--- config.mk ---
export PLATFORM = sky130hd
export DESIGN_NAME = baud_gen_frac
export DESIGN_NICKNAME = d
export VERILOG_FILES = /design/src/rtl/baud_gen_frac.sv
export SDC_FILE = /design/constraint.sdc
export NUM_CORES = 1
export LEC_CHECK = 0
export ABC_CLOCK_PERIOD_IN_PS = 14200
export BUFFER_PORTS_ARGS = -buffer_cell sky130_fd_sc_hd__buf_2
export CAP_MARGIN = 20
export CORE_MARGIN = 5
export CORE_UTILIZATION = 40
export DETAILED_ROUTE_END_ITERATION = 6
export PLACE_DENSITY = 0.55
export SYNTH_ARGS = -nofsm -noshare
export SYNTH_HDL_FRONTEND = slang
export SYNTH_SLANG_ARGS = --single-unit
--- constraint.sdc ---
create_clock -name clk -period 14.2 [get_ports clk]
set_input_delay 3.55 -clock clk [delete_from_list [all_inputs] [get_ports clk]]
set_output_delay 3.55 -clock clk [all_outputs]
set_load 0.01 [all_outputs]
--- src/rtl/baud_gen_frac.sv ---
// Fractional baud generator: oversample, bit-boundary and bit-centre ticks from a shadowed divisor.
// Define BAUD_GEN_FRAC_EN to build the fractional accumulator; otherwise every period is the integer divisor.
module baud_gen_frac #(
    parameter int DIV_W    = 16,
    parameter int FRAC_W   = 4,
    parameter int OSR      = 16,
    parameter int DIV_RST  = 27,
    parameter int FRAC_RST = 2
) (
    input  logic              clk,
    input  logic              rst,
    input  logic              en,
    input  logic [DIV_W-1:0]  div_int,
    input  logic [FRAC_W-1:0] div_frac,
    input  logic              div_load,
    input  logic              resync,
    output logic              os_tick,
    output logic              bit_tick,
    output logic              mid_tick,
    output logic              div_pending
);
    localparam int OS_W = $clog2(OSR);
    localparam logic [OS_W-1:0] OS_LAST = OS_W'(OSR - 1);
    localparam logic [OS_W-1:0] OS_MID  = OS_W'(OSR / 2 - 1);

    logic [DIV_W:0]   cnt_q, cnt_d;
    logic [OS_W-1:0]  os_cnt_q, os_cnt_d;
    logic [DIV_W-1:0] act_int_q, act_int_d;
    logic [DIV_W-1:0] sh_int_q, sh_int_d;
    logic             pend_q, pend_d;
    logic             os_tick_q, os_tick_d;
    logic             bit_tick_q, bit_tick_d;
    logic             mid_tick_q, mid_tick_d;
    logic [DIV_W:0]   div_eff;
    logic [DIV_W:0]   period;
    logic             carry;
    logic             tc;
    logic             last_os;
    logic             apply;
    logic             pend_any;

`ifdef BAUD_GEN_FRAC_EN
    logic [FRAC_W-1:0] acc_q, acc_d;
    logic [FRAC_W-1:0] act_frac_q, act_frac_d;
    logic [FRAC_W-1:0] sh_frac_q, sh_frac_d;
    logic [FRAC_W-1:0] acc_sum;

    // Carry out of the accumulator stretches the current period by one clock.
    assign {carry, acc_sum} = {1'b0, acc_q} + {1'b0, act_frac_q};
`else
    logic unused_frac;

    assign carry       = 1'b0;
    assign unused_frac = ^{div_frac, FRAC_W'(FRAC_RST)};
`endif

    // Divisors below 2 clamp to 2.
    assign div_eff = (act_int_q[DIV_W-1:1] == '0) ? {{(DIV_W-1){1'b0}}, 2'd2} : {1'b0, act_int_q};
    assign period  = div_eff + {{DIV_W{1'b0}}, carry};
    // >= guards against an en=0 divisor change landing below the current count.
    assign tc      = (cnt_q >= period - 1'b1);
    assign last_os = (os_cnt_q == OS_LAST);

    always_comb begin
        cnt_d      = cnt_q;
        os_cnt_d   = os_cnt_q;
        act_int_d  = act_int_q;
        sh_int_d   = div_load ? div_int : sh_int_q;
        pend_any   = div_load | pend_q;
        os_tick_d  = 1'b0;
        bit_tick_d = 1'b0;
        mid_tick_d = 1'b0;
        apply      = 1'b0;
`ifdef BAUD_GEN_FRAC_EN
        acc_d      = acc_q;
        act_frac_d = act_frac_q;
        sh_frac_d  = div_load ? div_frac : sh_frac_q;
`endif
        if (en) begin
            if (resync) begin
                cnt_d    = '0;
                os_cnt_d = '0;
                apply    = pend_any;
`ifdef BAUD_GEN_FRAC_EN
                acc_d    = '0;
`endif
            end else if (tc) begin
                cnt_d      = '0;
                os_tick_d  = 1'b1;
                bit_tick_d = last_os;
                mid_tick_d = (os_cnt_q == OS_MID);
                os_cnt_d   = last_os ? '0 : os_cnt_q + 1'b1;
                apply      = pend_any & last_os;
`ifdef BAUD_GEN_FRAC_EN
                acc_d      = acc_sum;
`endif
            end else begin
                cnt_d = cnt_q + 1'b1;
            end
        end else begin
            apply = pend_any;
        end
        pend_d = pend_any & ~apply;
        if (apply) begin
            act_int_d  = sh_int_d;
`ifdef BAUD_GEN_FRAC_EN
            act_frac_d = sh_frac_d;
`endif
        end
    end

    always_ff @(posedge clk) begin
        if (rst) begin
            cnt_q      <= '0;
            os_cnt_q   <= '0;
            act_int_q  <= DIV_W'(DIV_RST);
            sh_int_q   <= DIV_W'(DIV_RST);
            pend_q     <= 1'b0;
            os_tick_q  <= 1'b0;
            bit_tick_q <= 1'b0;
            mid_tick_q <= 1'b0;
`ifdef BAUD_GEN_FRAC_EN
            acc_q      <= '0;
            act_frac_q <= FRAC_W'(FRAC_RST);
            sh_frac_q  <= FRAC_W'(FRAC_RST);
`endif
        end else begin
            cnt_q      <= cnt_d;
            os_cnt_q   <= os_cnt_d;
            act_int_q  <= act_int_d;
            sh_int_q   <= sh_int_d;
            pend_q     <= pend_d;
            os_tick_q  <= os_tick_d;
            bit_tick_q <= bit_tick_d;
            mid_tick_q <= mid_tick_d;
`ifdef BAUD_GEN_FRAC_EN
            acc_q      <= acc_d;
            act_frac_q <= act_frac_d;
            sh_frac_q  <= sh_frac_d;
`endif
        end
    end

    assign os_tick     = os_tick_q;
    assign bit_tick    = bit_tick_q;
    assign mid_tick    = mid_tick_q;
    assign div_pending = pend_q;

endmodule

Word-level counts from Yosys, hierarchy flattened
Index checks and enable logic that the tools add are counted.
{"block": "classes", "magnitude_cmp": 1, "n_mux": 11, "n_bitwise": 6, "n_eq_ne": 2, "reduce_logical": 5, "n_addsub": 3}
{"cell": "2-to-1 mux 17 bit", "n": 2}
{"cell": "2-to-1 mux 16 bit", "n": 2}
{"cell": "adder 17 x 1 -> 17 bit (second input constant)", "n": 1}
{"cell": ">= comparator 17 bit", "n": 1}
{"cell": "subtractor 16 x 1 -> 17 bit (second input constant)", "n": 1}
{"cell": "zero test 15 bit", "n": 1}
{"cell": "2-to-1 mux 4 bit", "n": 3}
{"cell": "adder 4 x 1 -> 4 bit (second input constant)", "n": 1}
{"cell": "equality test 4 x 3 -> 1 bit (second input constant)", "n": 1}
{"cell": "equality test 4 bit (second input constant)", "n": 1}
{"cell": "2-to-1 mux 1 bit", "n": 4}
{"cell": "OR reduction 4 bit", "n": 1}
{"cell": "inverter 1 bit", "n": 3}
{"cell": "OR reduction 3 bit", "n": 1}
{"cell": "AND 1 bit", "n": 2}
{"cell": "AND reduction 2 bit", "n": 1}
{"cell": "nonzero test 2 bit", "n": 1}
{"cell": "OR 1 bit", "n": 1}
{"block": "totals", "ff_bits": 57, "output_inout_bits": 4, "inputBits": 25, "word_cells": 36}

Longest topological paths before layout
Gate-level depths: netlist of run 1.
{"block": "depth", "word_depth": 9, "depth_mapped": 19, "depth_no_buf": 16}

Worst setup path after synthesis of run 1
OpenSTA, ideal clock, no wires.
{"block": "synth_path", "path_type": "input-to-reg", "startpoint": "in en", "endpoint": "reg act_int_q[0]", "arrival_ps": 4886, "path_slack_ps": 9175, "cell_stages": 6, "path_cell_list": "inv_1 -> or3_1 -> clkbuf_1 -> o22ai_1 -> clkbuf_1 -> a221oi_1"}
{"block": "synth_via", "elab_chain_cells": 1}
{"item": "from (decl)", "line": "12", "rtl": "input logic en,"}
{"item": "2-to-1 mux 1 bit", "line": "79", "rtl": "if (en) begin"}
{"item": "to (signal assigned)", "line": "116", "rtl": "act_int_q <= DIV_W'(DIV_RST);"}
{"item": "to (signal assigned)", "line": "130", "rtl": "act_int_q <= act_int_d;"}
{"item": "to (decl)", "line": "28", "rtl": "logic [DIV_W-1:0] act_int_q, act_int_d;"}
No other way between the ends.
A chain may end at the register's enable or synchronous reset.

Worst setup path after layout of run 1
{"block": "layout_path", "startpoint": "reg act_int_q[10]", "endpoint": "reg act_int_q[1]"}
{"block": "layout_via", "elab_chain_cells": 7}
{"item": "zero test 15 bit", "line": "58", "rtl": "assign div_eff = (act_int_q[DIV_W-1:1] == '0) ? {{(DIV_W-1){1'b0}}, 2'd2} : {1'b0, act_int_q};"}
{"item": "2-to-1 mux 16 bit *", "line": "58"}
{"item": "subtractor 16 x 1 -> 17 bit *", "line": "61", "rtl": "assign tc = (cnt_q >= period - 1'b1);"}
{"item": ">= comparator 17 bit *", "line": "61"}
{"item": "2-to-1 mux 1 bit *", "line": "87", "rtl": "end else if (tc) begin"}
{"item": "2-to-1 mux 1 bit *", "line": "80", "rtl": "if (resync) begin"}
{"item": "2-to-1 mux 1 bit *", "line": "79"}
Every way passes the cells marked *; elsewhere a longest branch is shown, timed or not.

==> results.py, run 1 <==
metrics = {
    "layout": {
        "n_antenna_cell": 0,
        "syn_to_final_growth_pct": 12.3,
        "drive_gt1_share_pct": 13.9,
        "multi_input_comb_area_um2": 1700,
        "fillerInstances": 733,
        "final_nets": 400,
        "fin_cells": 458,
        "final-seq-area_um2": 1140,
    },
    "setup_path": {
        "cp.required_ns": 14.40,
        "worst-endpoint-arrival_ns": 5.70,
        "r2r_start": "act_int_q[10]$_SDFFE_PP0P_",
        "r2r_end": "act_int_q[1]$_SDFFE_PP1P_",
        "r2r_cells": 15,
        "reg2reg_slack_ns": 8.70,
        "crit_path_max_fanout": 26,
        "critPathKind": "flop to flop",
        "worst_setup_path_start_kind": "flop",
        "critPathCaptureType": "flop",
    },
    "power_and_ir_drop": {
        "p_int_uw": 252,
        "p_clk_share_pct": 38.0,
        "switching_share_pct": 27.4,
        "power.switching_uw": 95.0,
        "seqPwrFrac_pct": 50.2,
        "p_per_area_nw_per_um2": 105,
        "comb_power_share_pct": 11.8,
        "power_leakage_nw": 1.36,
        "peakVddDrop_uv": 52.8,
    },
    "grt": {
        "grt-ovfl-total": 0,
        "use_met1_pct": 20.8,
        "antenna_found_initial": 0,
        "grt_pass1_wl_um": 11100,
        "grt_pass1_vias": 2316,
        "grt_use_met3_pct": 2.66,
        "grtUsageTotal_pct": 15.5,
        "grt-busiest-layer": "met2",
        "grt_use_met2_pct": 24.0,
        "grt_max_degree": 41,
    },
    "sta": {
        "whs_ns": 0.489,
        "fin_crit_sh_pct": 38.8,
        "fin_crit_ns": 5.50,
        "fin_skew_ns": 0.00966,
        "finalMaxSlewViolations": 0,
        "setup_violations": 0,
        "tightest_slew_ns": 0.939,
        "hold_viol": 0,
        "grt_setup_unrepaired": "false",
        "setup_tns_ns": 0,
        "max-slew-margin-rel_pct": 37.4,
        "max_freq_ghz": 0.182,
    },
    "synthesis": {
        "synth_area_per_cell_um2": 8.81,
        "synth.area.mux_share_pct": 4.07,
        "synth_xor_area_share_pct": 8.61,
        "synthAdderAreaFrac_pct": 8.48,
        "yosys_warnings": 0,
        "synthesis.nets": 380,
        "synth-edff-count": 0,
        "synth_top_family_by_area": "simple AND/OR/NAND/NOR gates",
        "async_flop_share_pct": 0,
        "synth_compound_gate_area_share_pct": 13.4,
        "seq_area_frac_synth_pct": 38.7,
        "netlist_instances": 335,
        "synthFlopType": "dfxtp_1",
        "synth-simple-area-share_pct": 22.9,
        "post_synth_num_cell_types": 42,
        "post_synth_instance_area_um2": 2950,
        "synth_seq_cells": 57,
    },
    "floorplan": {
        "fp.dieW_um": 95.9,
        "die-area_um2": 9200,
        "rows": 31,
        "io-pin-count": 29,
        "dieHeight_um": 95.9,
        "initial_utilization_pct": 40.9,
        "core_um2": 7210,
    },
    "route": {
        "route.detailed.drc": 0,
        "wl_um": 6370,
        "dr.pass1.iters": 4,
        "detail_route.vias_per_cell": 5.30,
        "wl_per_cell_um": 13.9,
        "detail-route-antenna-nets": 0,
        "drt_iter0_markers": 53,
        "vias": 2426,
    },
    "clocking": {
        "cts_tree": "done",
        "clock_path_buffers": 2,
        "clk_pin_slew_ns": 0.07,
        "cts_hold_buf": 0,
        "cts_buffers": 9,
        "cts.sinks": 57,
        "htree_levels": 3,
        "post-cts-setup-buffers": 0,
        "root_buffer": "clkbuf_8",
        "clk_latency_ns": 0.34,
        "cts_resized": 0,
    },
    "min_path": {
        "min_path_cells": 2,
        "hold_end": "mid_tick$_SDFF_PP0_",
        "min_from": "os_cnt_q[2]$_SDFFE_PP0P_",
        "min_path_type": "flop to flop",
    },
    "flow_run": {
        "drv_cap": 0,
    },
    "placed_design": {
        "place.gp.congestion": 0.726,
        "hpwlAfterDp_um": 4540,
        "port_buffers": 24,
        "dp.cells": 442,
    },
    "run_status": {
        "status": "completed",
    },
}
-- layout make-up --
type	instances	area share, %
Multi-Input combinational cell	249	51.3
Clock inverter	5	0.981
Clock buffer	10	4.15
Tap cell	99	3.74
Inverter	12	1.36
Sequential cell	57	34.4
Timing Repair Buffer	26	4.08
-- through the flow --
stage | instance area (µm²) | util (%) | setup WS, ns | power (mW)
floorplan | 2950 | - | 9.18 | 0.207
global placement | 3140 | 43.5 | 8.74 | 0.218
detailed placement | 3140 | 43.5 | 8.68 | 0.219
CTS | 3310 | 45.9 | 8.69 | 0.352
global route | 3320 | 46.0 | 8.31 | 0.365
finish | 3320 | 46.0 | 8.70 | 0.347
-- layout by cell type, fill, tap and decap left out, types with 9 or more instances in the layout --
cell      synthesis  routed
dfxtp_1          57      57
nor2_1           37      37
nand2_1          28      28
nor3_1           27      26
buf_2             5      24
ha_1             20      20
xnor2_1          16      16
xor2_1           13      13
inv_1            12      12
mux2i_1          12      12
a221o_1          12      12
clkbuf_8          0      10
nand3_1           9       9
a21oi_1           9       9
-- synth_stat cells, drive strengths merged, types with 2 or more instances --
master,count,share of area (%)
nand4,7,1.7
mux2i,12,4.1
a211o,2,0.59
and4,2,0.59
o21ai,7,1.2
nor2b,6,1.3
nand2,28,3.6
or4,2,0.64
and3,4,0.85
xnor2,16,4.7
dfxtp,57,39
buf,8,1.2
inv,12,1.5
nor2,37,4.7
a21oi,9,1.5
a211oi,7,1.8
nand2b,2,0.42
clkbuf,9,1.1
ha,20,8.5
xor2,13,3.9
nor3,27,4.6
o21a,2,0.51
or3,5,1.4
nand3,9,1.5
a221o,12,4.1
o22ai,2,0.42
nor4,5,1.1
a221oi,4,1.2
-- routing by layer --
metal  share of wire [%]  wire length [µm]
met5                   0                 0
met4                 1.6               100
met1                  51              3240
met2                  45              2840
met3                 3.1               197
-- flip-flops by register name, summed over array words and instances (netlist names) --
register and cells:
cnt_q 17, act_int_q 16, sh_int_q 16, os_cnt_q 4, bit_tick 1, div_pending 1
mid_tick 1, os_tick 1
-- power groups by stage --
| stage | clock [mW] | combinational [mW] | sequential, mW |
|---|---|---|---|
| CTS | 0.137 | 0.0414 | 0.174 |
| floorplan | 0 | 0.0324 | 0.175 |
| detailed placement | 0 | 0.0412 | 0.178 |
| finish | 0.132 | 0.0409 | 0.174 |
| global placement | 0 | 0.0405 | 0.178 |
| global route | 0.143 | 0.0468 | 0.175 |
-- worst max-delay path: stages (launching register included) --
cell and delay (ns):
dfxtp_1 0.36, or4_4 0.56, or3_4 0.35, or3_4 0.36, nor3b_2 0.21, nand2b_1 0.17
ha_1 0.24, nand3_1 0.17, or3_1 0.36, ha_1 0.29, nand4_1 0.11, or3_1 0.41
nor3_1 0.30, a211o_1 0.81, a31o_2 0.53, a221oi_1 0.13
-- logic make-up after synthesis --
logic type                 count (synthesis)
and+or+nand+nor                          136
DFF                                       57
AOI/OAI and AO/OA                         52
xor gates and xnor gates                  29
buffers and inverters                     29
adders and majority gates                 20
muxes                                     12
-- worst max path at each step --
stage | from | endpoint | depth (start not counted)
finish | act_int_q[10]$_SDFFE_PP0P_ | act_int_q[1]$_SDFFE_PP1P_ | 15
global route | act_int_q[10]$_SDFFE_PP0P_ | act_int_q[3]$_SDFFE_PP1P_ | 16
CTS | act_int_q[10]$_SDFFE_PP0P_ | act_int_q[1]$_SDFFE_PP1P_ | 16
detailed placement | act_int_q[10]$_SDFFE_PP0P_ | act_int_q[1]$_SDFFE_PP1P_ | 16
global placement | act_int_q[10]$_SDFFE_PP0P_ | act_int_q[0]$_SDFFE_PP1P_ | 15
floorplan | en | act_int_q[0]$_SDFFE_PP1P_ | 6
No activity file was read; power rests on OpenSTA's default activity.
==> run 2, diff against run 1 <==
--- a/config.mk
+++ b/config.mk
@@ -5,7 +5,7 @@
 export SDC_FILE = /design/constraint.sdc
 export NUM_CORES = 1
 export LEC_CHECK = 0
-export ABC_CLOCK_PERIOD_IN_PS = 14200
+export ABC_CLOCK_PERIOD_IN_PS = 5250
 export BUFFER_PORTS_ARGS = -buffer_cell sky130_fd_sc_hd__buf_2
 export CAP_MARGIN = 20
 export CORE_MARGIN = 5
==> constraint.sdc (replaced) <==
create_clock -name clk -period 5.25 [get_ports clk]
set_input_delay 1.3125 -clock clk [delete_from_list [all_inputs] [get_ports clk]]
set_output_delay 1.3125 -clock clk [all_outputs]
set_load 0.01 [all_outputs]
==> results.py, run 2 (same netlist as run 1, synthesis figures left out) <==
metrics = {
    "layout": {
        "layout_commonest_cell": "dfxtp_1",
        "drive_gt1_share_pct": 14.4,
        "multi_input_comb_area_um2": 1700,
        "largest_reg_flops": 17,
        "fillerInstances": 745,
        "n_antenna_cell": 0,
        "final-seq-area_um2": 1140,
        "layout_common_cells": "dfxtp_1, nor2_1, nand2_1",
        "final_nets": 402,
        "finish.utilization_pct": 47.2,
        "syn_to_final_growth_pct": 15.3,
        "regMostFlops": "cnt_q",
        "reg.largest.list": "cnt_q: 17 flops, act_int_q: 16 flops, sh_int_q: 16 flops",
    },
    "clocking": {
        "post-cts-setup-buffers": 0,
        "clk_latency_ns": 0.33,
        "cts_resized": 0,
        "clock_path_buffers": 2,
        "cts_tree": "done",
        "clk_pin_slew_ns": 0.07,
        "cts.sinks": 57,
        "root_buffer": "clkbuf_8",
        "cts_hold_buf": 0,
        "cts_buffers": 9,
        "htree_levels": 3,
    },
    "floorplan": {
        "fp.dieW_um": 95.9,
        "io-pin-count": 29,
        "initial_utilization_pct": 40.9,
        "core_um2": 7210,
        "die-area_um2": 9200,
        "dieHeight_um": 95.9,
        "rows": 31,
    },
    "setup_path": {
        "critPathKind": "flop to flop",
        "worst-endpoint-arrival_ns": 5.06,
        "cp.required_ns": 5.47,
        "slowest_stage": "or4_4",
        "worst_setup_path_start_kind": "flop",
        "path_cells": "or4_4 > or3_4 > or3_4 > nor3b_2 > nand2b_1 > ha_1 > nand3_1 > or3_1 > ha_1 > nand4_1 > or3_1 > nor3_1 > a211o_1 > buf_4 > nor2_1 > a221o_1",
        "critPathMaxStageDelay_ns": 0.56,
        "critPathCaptureType": "flop",
        "crit_path_max_fanout": 17,
    },
    "sta": {
        "fin_ws_ns": 0.411,
        "hold_viol": 0,
        "max-slew-margin-rel_pct": 39.7,
        "fin_skew_ns": 0.0102,
        "tightest_slew_ns": 0.900,
        "setup_tns_ns": 0,
        "finalMaxSlewViolations": 0,
        "fin_crit_sh_pct": 92.2,
        "setup_violations": 0,
        "grt_setup_unrepaired": "false",
        "whs_ns": 0.483,
        "max_freq_ghz": 0.207,
        "fin_crit_ns": 4.84,
    },
    "route": {
        "detail-route-antenna-nets": 0,
        "route.detailed.drc": 0,
        "vias": 2355,
        "wl_per_cell_um": 13.7,
        "dr.pass1.iters": 4,
        "detail_route.vias_per_cell": 5.12,
        "drt_iter0_markers": 95,
        "wl_um": 6280,
    },
    "min_path": {
        "min_path_type": "flop to flop",
    },
    "power_and_ir_drop": {
        "peakVddDrop_uv": 146,
        "fin_total_pwr_mw": 1.08,
        "p_per_area_nw_per_um2": 318,
        "power_leakage_nw": 1.42,
    },
    "grt": {
        "grt_max_degree": 41,
        "antenna_found_initial": 0,
        "grt_pass1_vias": 2287,
        "grt-ovfl-total": 0,
        "grtUsageTotal_pct": 15.2,
        "grt_pass1_wl_um": 10900,
    },
    "placed_design": {
        "place_ws_ns": 0.371,
        "hpwlAfterDp_um": 4550,
        "place.gp.congestion": 0.757,
        "port_buffers": 24,
    },
    "flow_run": {
        "drv_cap": 0,
    },
    "run_status": {
        "status": "completed",
    },
}
[run 2: worst paths after layout]
path              slack (ns)  cells after the start                         to                       start
setup / recovery        0.41                     16  act_int_q[2]$_SDFFE_PP0P_  act_int_q[10]$_SDFFE_PP0P_
hold / removal          0.48                      2        mid_tick$_SDFF_PP0_    os_cnt_q[2]$_SDFFE_PP0P_
setup reg to reg        0.41                     16  act_int_q[2]$_SDFFE_PP0P_  act_int_q[10]$_SDFFE_PP0P_
hold reg to reg         0.48                      2        mid_tick$_SDFF_PP0_    os_cnt_q[2]$_SDFFE_PP0P_
[run 2: critical path: cells and delay by family (launching register included)]
kind            cells  cell delay, ns
compound gates      2            0.49
flops               1            0.37
simple gates       11            3.07
buf+inv             1            0.24
fa+ha+maj           2            0.52
[run 2: metal layers]
metal	up-vias	GRT usage, %	routed length, µm	share of wire (%)
met4	0	5.33	79	1.3
li1	1245	-	-	-
met1	1072	20.7	3260	52
met3	7	4.22	209	3.3
met5	-	0	0	0
met2	31	23.1	2730	44
[run 2: per-stage QoR]
| step | cells | cell area (µm²) |
|---|---|---|
| 3_5_place_dp | 445 | 3160 |
| 6_report | 460 | 3400 |
| 3_3_place_gp | 445 | 3160 |
| 5_1_grt | 460 | 3400 |
| 4_1_cts | 460 | 3400 |
| 2_1_floorplan | 335 | 2950 |
[run 2: cell type report]
| cell class | instances | area share (%) |
|---|---|---|
| clock inverter | 5 | 3.05 |
| multi-input combinational | 249 | 50.0 |
| tap | 99 | 3.64 |
| timing repair buffer | 28 | 4.41 |
| sequential | 57 | 33.5 |
| clock buffer | 10 | 4.05 |
| inverter | 12 | 1.32 |
[run 2: where the power goes]
group | switching (mW) | leakage, nW | total, mW | internal (mW)
sequential | 0.0191 | 0.466 | 0.471 | 0.452
clock | 0.173 | 0.122 | 0.498 | 0.325
combinational | 0.0603 | 0.828 | 0.111 | 0.0509
total | 0.252 | 1.42 | 1.08 | 0.828
